==> config.mk <==
export PLATFORM = sky130hd
export DESIGN_NAME = video_timing_detector
export DESIGN_NICKNAME = d
export VERILOG_FILES = /design/src/rtl/video_timing_detector.sv
export SDC_FILE = /design/constraint.sdc
export NUM_CORES = 1
export LEC_CHECK = 0
export ABC_AREA = 1
export CAP_MARGIN = 20
export CORE_ASPECT_RATIO = 1.5
export CORE_UTILIZATION = 35
export CTS_CLUSTER_SIZE = 40
export DETAILED_ROUTE_END_ITERATION = 8
export PLACE_DENSITY = 0.62
export SKIP_LAST_GASP = 1
export SLEW_MARGIN = 10
export SYNTH_ARGS = -nofsm -noshare
export SYNTH_HDL_FRONTEND = slang
export SYNTH_SLANG_ARGS = --single-unit
export TNS_END_PERCENT = 50
==> constraint.sdc <==
create_clock -name i_clk -period 6.9 [get_ports i_clk]
set_clock_uncertainty 0.1 [all_clocks]
set_input_delay 2.07 -clock i_clk [delete_from_list [all_inputs] [get_ports i_clk]]
set_output_delay 2.07 -clock i_clk [all_outputs]
set_load 0.01 [all_outputs]
==> src/rtl/video_timing_detector.sv <==
// Video timing detector: measures line/frame geometry from hs/vs/de, locks after
// LOCK_FRAMES identical frames and emits registered active-pixel coordinates.
module video_timing_detector #(
  parameter logic        HS_ACTIVE_LOW = 1'b1,
  parameter logic        VS_ACTIVE_LOW = 1'b1,
  parameter int unsigned LOCK_FRAMES   = 2
) (
  input  logic        i_clk,
  input  logic        i_rst,
  input  logic        i_pix_stb,
  input  logic        i_hs,
  input  logic        i_vs,
  input  logic        i_active,
  output logic [9:0]  o_x,
  output logic [9:0]  o_y,
  output logic        o_valid,
  output logic        o_locked,
  output logic [10:0] o_h_total,
  output logic [10:0] o_h_active,
  output logic [10:0] o_v_total,
  output logic [10:0] o_v_active,
  output logic        o_frame_start,
  output logic        o_error
);

  localparam logic [10:0] CNT_MAX = '1;
  localparam int unsigned MW = (LOCK_FRAMES < 2) ? 1 : $clog2(LOCK_FRAMES + 1);

  typedef enum logic [1:0] {SEARCH, BASELINE, VERIFY, LOCKED} state_t;

  state_t        r_state;
  logic          r_hs_prev, r_vs_prev;
  logic [10:0]   r_h_cnt, r_a_cnt, r_v_cnt, r_va_cnt;
  logic [10:0]   r_len_ref, r_act_ref;
  logic          r_have_len, r_have_act, r_bad;
  logic [10:0]   r_ref_h_total, r_ref_h_active, r_ref_v_total, r_ref_v_active;
  logic [MW-1:0] r_match;

  logic          w_hs, w_vs, w_hs_edge, w_vs_edge, w_h_sat;
  logic [10:0]   w_line_len, w_v_cnt_cl, w_va_cnt_cl, w_len_ref_cl, w_act_ref_cl;
  logic          w_line_act, w_line_bad, w_bad_cl, w_frame_good, w_frame_match;
  logic [MW-1:0] w_match_inc;

  function automatic logic [10:0] sat_inc(input logic [10:0] v);
    return (v == CNT_MAX) ? v : v + 11'd1;
  endfunction

  assign w_hs      = i_hs ^ HS_ACTIVE_LOW;
  assign w_vs      = i_vs ^ VS_ACTIVE_LOW;
  assign w_hs_edge = i_pix_stb & w_hs & ~r_hs_prev;
  assign w_vs_edge = i_pix_stb & w_vs & ~r_vs_prev;

  assign w_line_len = sat_inc(r_h_cnt);
  assign w_h_sat    = i_pix_stb & ~w_hs_edge & (r_h_cnt == CNT_MAX - 11'd1);
  assign w_line_act = (r_a_cnt != '0);

  // The "closed" (_cl) values fold a coincident hs edge into the frame before a vs edge latches it.
  // The active reference is the first line of the frame that carried any active strobes.
  assign w_line_bad   = (r_have_len & (w_line_len != r_len_ref)) |
                        (w_line_act & r_have_act & (r_a_cnt != r_act_ref));
  assign w_v_cnt_cl   = w_hs_edge ? sat_inc(r_v_cnt) : r_v_cnt;
  assign w_va_cnt_cl  = (w_hs_edge & w_line_act) ? sat_inc(r_va_cnt) : r_va_cnt;
  assign w_len_ref_cl = (w_hs_edge & ~r_have_len) ? w_line_len : r_len_ref;
  assign w_act_ref_cl = (w_hs_edge & w_line_act & ~r_have_act) ? r_a_cnt : r_act_ref;
  assign w_bad_cl     = r_bad | (w_hs_edge & w_line_bad) | w_h_sat | (w_v_cnt_cl == CNT_MAX);

  assign w_frame_good  = ~w_bad_cl & (r_have_len | w_hs_edge);
  assign w_frame_match = (w_len_ref_cl == r_ref_h_total) & (w_act_ref_cl == r_ref_h_active) &
                         (w_v_cnt_cl == r_ref_v_total) & (w_va_cnt_cl == r_ref_v_active);
  assign w_match_inc   = r_match + MW'(1);

  always_ff @(posedge i_clk or posedge i_rst) begin
    if (i_rst) begin
      r_hs_prev  <= 1'b0;
      r_vs_prev  <= 1'b0;
      r_h_cnt    <= '0;
      r_a_cnt    <= '0;
      r_v_cnt    <= '0;
      r_va_cnt   <= '0;
      r_len_ref  <= '0;
      r_act_ref  <= '0;
      r_have_len <= 1'b0;
      r_have_act <= 1'b0;
      r_bad      <= 1'b0;
      o_x        <= '0;
      o_y        <= '0;
      o_valid    <= 1'b0;
    end else if (i_pix_stb) begin
      r_hs_prev <= w_hs;
      r_vs_prev <= w_vs;
      if (w_hs_edge) begin
        r_h_cnt <= '0;
        r_a_cnt <= {10'd0, i_active};
      end else begin
        r_h_cnt <= w_line_len;
        if (i_active) r_a_cnt <= sat_inc(r_a_cnt);
      end
      if (w_vs_edge) begin
        r_v_cnt    <= '0;
        r_va_cnt   <= '0;
        r_len_ref  <= '0;
        r_act_ref  <= '0;
        r_have_len <= 1'b0;
        r_have_act <= 1'b0;
        r_bad      <= 1'b0;
      end else begin
        r_v_cnt    <= w_v_cnt_cl;
        r_va_cnt   <= w_va_cnt_cl;
        r_len_ref  <= w_len_ref_cl;
        r_act_ref  <= w_act_ref_cl;
        r_have_len <= r_have_len | w_hs_edge;
        r_have_act <= r_have_act | (w_hs_edge & w_line_act);
        r_bad      <= w_bad_cl;
      end
      o_x     <= w_hs_edge ? '0 : r_a_cnt[9:0];
      o_y     <= w_vs_edge ? '0 : w_va_cnt_cl[9:0];
      o_valid <= i_active & o_locked;
    end
  end

  always_ff @(posedge i_clk or posedge i_rst) begin
    if (i_rst) begin
      r_state        <= SEARCH;
      r_match        <= '0;
      r_ref_h_total  <= '0;
      r_ref_h_active <= '0;
      r_ref_v_total  <= '0;
      r_ref_v_active <= '0;
      o_locked       <= 1'b0;
      o_h_total      <= '0;
      o_h_active     <= '0;
      o_v_total      <= '0;
      o_v_active     <= '0;
      o_frame_start  <= 1'b0;
      o_error        <= 1'b0;
    end else begin
      o_frame_start <= w_vs_edge;
      o_error       <= 1'b0;
      case (r_state)
        SEARCH: if (w_vs_edge) r_state <= BASELINE;
        BASELINE: if (w_vs_edge) begin
          r_ref_h_total  <= w_len_ref_cl;
          r_ref_h_active <= w_act_ref_cl;
          r_ref_v_total  <= w_v_cnt_cl;
          r_ref_v_active <= w_va_cnt_cl;
          r_match        <= '0;
          r_state        <= VERIFY;
        end
        VERIFY: if (w_vs_edge) begin
          if (w_frame_good & w_frame_match) begin
            r_match <= w_match_inc;
            if (w_match_inc == MW'(LOCK_FRAMES)) begin
              r_state    <= LOCKED;
              o_locked   <= 1'b1;
              o_h_total  <= r_ref_h_total;
              o_h_active <= r_ref_h_active;
              o_v_total  <= r_ref_v_total;
              o_v_active <= r_ref_v_active;
            end
          end else begin
            r_ref_h_total  <= w_len_ref_cl;
            r_ref_h_active <= w_act_ref_cl;
            r_ref_v_total  <= w_v_cnt_cl;
            r_ref_v_active <= w_va_cnt_cl;
            r_match        <= '0;
          end
        end
        LOCKED: if (w_h_sat | (w_vs_edge & ~(w_frame_good & w_frame_match))) begin
          o_error  <= 1'b1;
          o_locked <= 1'b0;
          r_match  <= '0;
          r_state  <= SEARCH;
        end
        default: r_state <= SEARCH;
      endcase
    end
  end

endmodule

==> impl_metrics.env, run 1 <==
export IMPL_ys_seq_area_frac=0.451
export IMPL_hold_viol=0
export IMPL_setup_viol=0
export IMPL_ctsResizeCount=0
export IMPL_overflow=0
export IMPL_drt_iter0_markers=603
export IMPL_diodes=0
export IMPL_drive_above_1_share=0.118
export IMPL_grt_pass1_vias=7944
export IMPL_core_mm2=0.0274
export IMPL_clock_sinks=177
export IMPL_worst_setup_path_type="in -> reg"
export IMPL_vias=8206
export IMPL_powerDensity_mw_per_mm2=345
export IMPL_yosysWarningCount=0
export IMPL_synth_nets=1279
export IMPL_slew_violations=0
export IMPL_finalCriticalPeriod_ns=5.61
export IMPL_crit_fanout=40
export IMPL_fill_cells=2768
export IMPL_max_slew_margin=0.473
export IMPL_fmax_ghz=0.178
export IMPL_die_width_um=139
export IMPL_tritoncts="yes"
export IMPL_die_area_mm2=0.0287
export IMPL_path_clk_slew_ns=0.07
export IMPL_multiInputGateArea_mm2=0.00445
export IMPL_ant_nets=0
export IMPL_syn_inst=1261
export IMPL_clk_path_buf_depth=2
export IMPL_critPathCaptureType="flop"
export IMPL_grt_antenna_before_repair=0
export IMPL_synth_seq_cells=177
export IMPL_track_usage=0.184
export IMPL_grt_pass1_wl_mm=41.5
export IMPL_hp_class="reg -> reg"
export IMPL_root_buffer="clkbuf_16"
export IMPL_num_rows=74
export IMPL_worst_slew_pin_slew_ns=0.791
export IMPL_layout_nets=1326
export IMPL_outcome="finished, violations left"
export IMPL_cap_violations=0
export IMPL_finish_utilization=0.415
export IMPL_routedWlPerCell_um=15.1
export IMPL_die_y_um=207
export IMPL_ir_worst_vdd_uv=203
export IMPL_initial_core_util=0.358
export IMPL_io_pins=74
export IMPL_netlist_area_mm2=0.00981
export IMPL_hpwlAfterDp_mm=18.5
export IMPL_violations="DRC"
export IMPL_rsz0062_at_grt="false"
export IMPL_port_buffers=73
export IMPL_drc=5
export IMPL_post_route_cell_area_mm2=0.0114
export IMPL_ctsHoldBuffers=0
export IMPL_fin_crit_sh=0.813
export IMPL_crit_arrival_ns=5.88
export IMPL_insertion_delay_ns=0.45
export IMPL_synth_ff_type="dfrtp_1"
export IMPL_wirelength_mm=25.2
export IMPL_crit_required_ns=7.18
export IMPL_cts_htree_levels=4
export IMPL_p_leak_nw=5.33
export IMPL_start_kind="primary input"
export IMPL_tns_ns=0
export IMPL_place_congestion=0.836
export IMPL_viasPerCell=4.93
export IMPL_drtPass1Iterations=9
export IMPL_grt_max_degree=100
export IMPL_cts_made_buffers=17
export IMPL_regArea_mm2=0.00443
export IMPL_avgSynthCellArea_um2=7.78
export IMPL_place_area_mm2=0.0107
export IMPL_cts_post_setup_buffers_inserted=0
export IMPL_area_growth_pct=15.9
export IMPL_async_flop_share=1.00
export IMPL_synth_edf_count=0
export IMPL_ys_types=44
==> state kept, by name (all words and copies together) (netlist names), 2 cells and up <==
| register | cells |
|---|---|
| r_ref_v_total | 11 |
| r_h_cnt | 11 |
| r_a_cnt | 11 |
| o_x | 10 |
| o_v_active | 11 |
| r_len_ref | 11 |
| r_match | 2 |
| o_v_total | 11 |
| r_ref_v_active | 11 |
| r_act_ref | 11 |
| o_y | 9 |
| o_h_total | 11 |
| r_ref_h_active | 11 |
| r_ref_h_total | 11 |
| r_state | 2 |
| r_va_cnt | 2 |
| o_h_active | 11 |
| r_v_cnt | 11 |
==> power by group <==
| part | leakage, nW | switching (W) | internal (W) | total, W |
|---|---|---|---|---|
| Combinational | 2.65 | 0.000847 | 0.000486 | 0.00133 |
| Clock | 0.320 | 0.000440 | 0.000659 | 0.00110 |
| Sequential | 2.36 | 0.000236 | 0.00126 | 0.00150 |
| Total | 5.33 | 0.00152 | 0.00240 | 0.00393 |
==> cell usage after synthesis, types with 2 or more instances <==
cell type | count | area share
nand2_1 | 356 | 0.14
dfrtp_1 | 177 | 0.45
inv_1 | 139 | 0.053
nor2_1 | 115 | 0.044
nand3_1 | 109 | 0.056
o21ai_1 | 53 | 0.027
o21ai_2 | 42 | 0.037
o21ai_0 | 35 | 0.018
nand2_2 | 29 | 0.018
xor2_1 | 21 | 0.019
a21oi_1 | 19 | 0.0097
nand4_1 | 19 | 0.012
buf_6 | 14 | 0.016
clkbuf_1 | 14 | 0.0054
nor3_1 | 13 | 0.0066
buf_4 | 12 | 0.0092
ha_1 | 12 | 0.015
inv_2 | 8 | 0.0031
buf_2 | 7 | 0.0036
nor2_4 | 7 | 0.0080
o22ai_1 | 7 | 0.0045
nand3_2 | 6 | 0.0061
nor2_2 | 6 | 0.0038
or2_2 | 6 | 0.0038
buf_1 | 5 | 0.0019
xnor2_1 | 4 | 0.0036
nor4_1 | 3 | 0.0019
buf_8 | 2 | 0.0031
nand2_4 | 2 | 0.0023
nand3_4 | 2 | 0.0036
nand3b_1 | 2 | 0.0015
o211ai_1 | 2 | 0.0015
o21bai_1 | 2 | 0.0015
==> worst max-delay path, cell delays in order <==
cell	delay, ns
clkdlybuf4s50_1	0.46
buf_4	0.23
nand3_4	0.30
clkinv_4	0.37
nand3_4	0.25
nand2_1	0.16
nand2_1	0.11
nand2_1	0.08
nand2_1	0.04
nor2_1	0.16
nand2_1	0.12
nor2_1	0.13
nand3_1	0.13
nor2_4	0.16
nand3_2	0.12
nand2_4	0.45
buf_4	0.33
nand2_1	0.09
o21ai_2	0.06
==> metrics by stage <==
| step | hold WS, ns | power, W | instances | worst slack (ns) |
|---|---|---|---|---|
| global placement | 0.357 | 0.00283 | 1630 | 0.872 |
| CTS | 0.385 | 0.00396 | 1662 | 1.29 |
| finish | 0.387 | 0.00393 | 1663 | 1.29 |
| detailed placement | 0.371 | 0.00285 | 1630 | 0.829 |
| floorplan | 0.342 | 0.00247 | 1261 | 2.46 |
| global route | 0.406 | 0.00419 | 1663 | 1.02 |
==> metal layers <==
| metal | up-vias | track usage | routed length [um] |
|---|---|---|---|
| met5 | - | 0 | 0 |
| met3 | 33 | 0.0326 | 888 |
| li1 | 4100 | - | - |
| met4 | 0 | 0.0736 | 673 |
| met1 | 3916 | 0.222 | 10700 |
| met2 | 157 | 0.323 | 12900 |
==> layout by cell type, fill, tap and decap left out, drive strengths merged, types with 20 or more instances in the layout <==
cell,n
clkdlybuf4s50,73
nor2,129
nand4,20
xor2,21
nand3,117
nand2,387
inv,151
o21ai,130
a21oi,20
dfrtp,177
==> kinds of logic after synthesis <==
logic type / after synthesis / share of synthesized area
compound gates: 167 / 0.105
xor+xnor: 25 / 0.0223
fa+ha+maj: 12 / 0.0153
buf+inv: 202 / 0.0963
flops: 177 / 0.451
simple gates: 678 / 0.309
==> cell type report <==
| type | count | area share |
|---|---|---|
| multi-input cells | 882 | 0.391 |
| flip-flops and latches | 177 | 0.390 |
| repair buffers | 82 | 0.0735 |
| inverters | 148 | 0.0496 |
| clock buffers | 18 | 0.0386 |
| well taps | 342 | 0.0376 |
| clock inverters | 14 | 0.0198 |
==> final timing paths <==
path / startpoint / to / slack, ns / cells after the start
setup / recovery: i_pix_stb / r_ref_v_active[1] / 1.29 / 19
hold / removal: r_match[1] / r_match[1] / 0.39 / 2
setup reg to reg: r_a_cnt[0] / r_ref_v_active[1] / 3.10 / 20
hold reg to reg: r_match[1] / r_match[1] / 0.39 / 2
max in group asynchronous: i_rst / r_a_cnt[6] / 3.73 / 4
min in group asynchronous: i_rst / o_h_active[5] / 1.85 / 2
(Power assumes the default switching activity.)
==> inputs of run 2 (changes only) <==
--- a/config.mk
+++ b/config.mk
@@ -11,7 +11,7 @@
 export CORE_UTILIZATION = 35
 export CTS_CLUSTER_SIZE = 40
 export DETAILED_ROUTE_END_ITERATION = 8
-export PLACE_DENSITY = 0.62
+export PLACE_DENSITY = 0.6
 export SKIP_LAST_GASP = 1
 export SLEW_MARGIN = 10
 export SYNTH_ARGS = -nofsm -noshare
==> constraint.sdc (replaced) <==
create_clock -name i_clk -period 5.36 [get_ports i_clk]
set_clock_uncertainty 0.1 [all_clocks]
set_input_delay 1.608 -clock i_clk [delete_from_list [all_inputs] [get_ports i_clk]]
set_output_delay 1.608 -clock i_clk [all_outputs]
set_load 0.01 [all_outputs]
==> impl_metrics.env, run 2 (synthesized netlist as in run 1, its figures left out) <==
export IMPL_post_place_ws_ns=0.317
export IMPL_cpPeakStageDelay_ns=0.53
export IMPL_cap_violations=0
export IMPL_finish_utilization=0.415
export IMPL_cts_made_buffers=17
export IMPL_multiInputGateArea_mm2=0.00445
export IMPL_critPathCaptureType="flop"
export IMPL_outcome="finished, violations left"
export IMPL_p_leak_nw=5.34
export IMPL_cts_post_setup_buffers_inserted=0
export IMPL_layout_nets=1329
export IMPL_setup_viol=0
export IMPL_violations="DRC"
export IMPL_grt_antenna_before_repair=0
export IMPL_io_pins=74
export IMPL_finalCriticalPeriod_ns=4.62
export IMPL_cp_slowest_cell="clkdlybuf4s50_1"
export IMPL_worst_slew_pin_slew_ns=0.721
export IMPL_timing_hold_ws_ns=0.381
export IMPL_final_common_cell="nand2_1"
export IMPL_worst_setup_path_type="in -> reg"
export IMPL_track_usage=0.185
export IMPL_ctsHoldBuffers=0
export IMPL_overflow=0
export IMPL_drc=5
export IMPL_viasPerCell=4.91
export IMPL_vias=8180
export IMPL_grt_pass1_vias=7962
export IMPL_grt_max_degree=81
export IMPL_fin_crit_sh=0.861
export IMPL_fill_cells=2834
export IMPL_clk_path_buf_depth=2
export IMPL_ctsResizeCount=0
export IMPL_drt_iter0_markers=481
export IMPL_path_clk_slew_ns=0.07
export IMPL_path_buf_inv=4
export IMPL_core_mm2=0.0274
export IMPL_place_congestion=0.867
export IMPL_drive_above_1_share=0.119
export IMPL_fmax_ghz=0.217
export IMPL_grt_pass1_wl_mm=41.6
export IMPL_ir_worst_vdd_uv=233
export IMPL_ant_nets=0
export IMPL_initial_core_util=0.358
export IMPL_fin_ws_ns=0.744
export IMPL_regArea_mm2=0.00443
export IMPL_tns_ns=0
export IMPL_tritoncts="yes"
export IMPL_routedWlPerCell_um=15.0
export IMPL_wirelength_mm=25.0
export IMPL_crit_arrival_ns=4.89
export IMPL_powerDensity_mw_per_mm2=433
export IMPL_die_y_um=207
export IMPL_diodes=0
export IMPL_mostFrequentLayoutCells="nand2_1, dfrtp_1, inv_1, nor2_1, nand3_1"
export IMPL_die_width_um=139
export IMPL_drtPass1Iterations=9
export IMPL_slew_violations=0
export IMPL_rsz0062_at_grt="false"
export IMPL_die_area_mm2=0.0287
export IMPL_hpwlAfterDp_mm=18.6
export IMPL_start_kind="primary input"
export IMPL_max_slew_margin=0.519
export IMPL_root_buffer="clkbuf_16"
export IMPL_num_rows=74
export IMPL_crit_required_ns=5.64
export IMPL_cp_top_family="simple AND/OR/NAND/NOR gates"
export IMPL_hold_viol=0
export IMPL_crit_fanout=28
export IMPL_crit_chain="clkdlybuf4s50_1, nand3_4, clkinv_4, buf_4, nand4_1, nand3_1, nand2_1, nor2_1, nand2_1, nor2_1, nand3_1, nor2_4, nand3_2, nand2_4, buf_12, nand2_1, o21ai_2"
export IMPL_hp_class="reg -> reg"
export IMPL_cts_htree_levels=4
export IMPL_cp_common_cell="nand2_1"
export IMPL_clock_sinks=177
export IMPL_area_growth_pct=15.9
export IMPL_port_buffers=73
export IMPL_insertion_delay_ns=0.45
-- run 2: changes by cell type in the layout (fill, tap and decap cells not counted) --
| cell | before | now |
|---|---|---|
| bufinv_16 | 5 | 2 |
| inv_8 | 1 | 0 |
| clkbuf_8 | 1 | 4 |
| inv_6 | 4 | 2 |
| clkbuf_1 | 0 | 1 |
| clkinv_4 | 2 | 4 |
| buf_12 | 3 | 6 |
-- run 2: layout make-up --
| type | count | area share |
|---|---|---|
| Multi-Input combinational cell | 882 | 0.391 |
| Sequential cell | 177 | 0.389 |
| Timing Repair Buffer | 85 | 0.0788 |
| Inverter | 148 | 0.0496 |
| Clock buffer | 22 | 0.0426 |
| Tap cell | 342 | 0.0376 |
| Clock inverter | 10 | 0.0109 |
-- run 2: worst paths after layout --
path / from / to / slack (ns) / cells past startpoint
worst min-delay path: r_match[1] / r_match[1] / 0.38 / 2
min in group asynchronous: i_rst / o_h_active[6] / 1.53 / 2
worst max register to register: r_a_cnt[0] / r_ref_h_active[4] / 1.87 / 20
worst min register to register: r_match[1] / r_match[1] / 0.38 / 2
worst max-delay path: i_pix_stb / r_ref_h_active[4] / 0.74 / 17
max in group asynchronous: i_rst / o_y[5] / 2.82 / 3
-- run 2: power by group --
part / total (W) / internal, W / switching (W)
Sequential: 0.00192 / 0.00162 / 0.000302
Clock: 0.00128 / 0.000740 / 0.000545
Combinational: 0.00172 / 0.000632 / 0.00109
-- run 2: through the flow --
step,instances,instance area (um^2),total power (W)
after floorplan,1261,9810,0.00318
after global placement,1634,10800,0.00364
after detailed placement,1634,10800,0.00367
after CTS,1666,11400,0.00498
after global routing,1666,11400,0.00531
final,1666,11400,0.00493
-- run 2: per-layer routing --
metal	GRT usage	routed length [um]
met1	0.223	10800
met2	0.319	12600
met3	0.0331	796
met4	0.0897	799
met5	0	0
-- run 2: worst register-to-register path, cell delays in order, from the launching register on --
cell and delay (ns):
dfrtp_1 0.42, inv_1 0.17, ha_1 0.26, inv_1 0.06, nor2_1 0.03, nand3_1 0.08, nor2_1 0.07, nor2_4 0.35
nand3_1 0.24, nand3_1 0.14, nand2_1 0.06, nor2_1 0.12, nand2_1 0.11, nor2_1 0.13, nand3_1 0.13, nor2_4 0.17
nand3_2 0.12, nand2_4 0.27, buf_12 0.24, nand2_1 0.10, o21ai_2 0.06
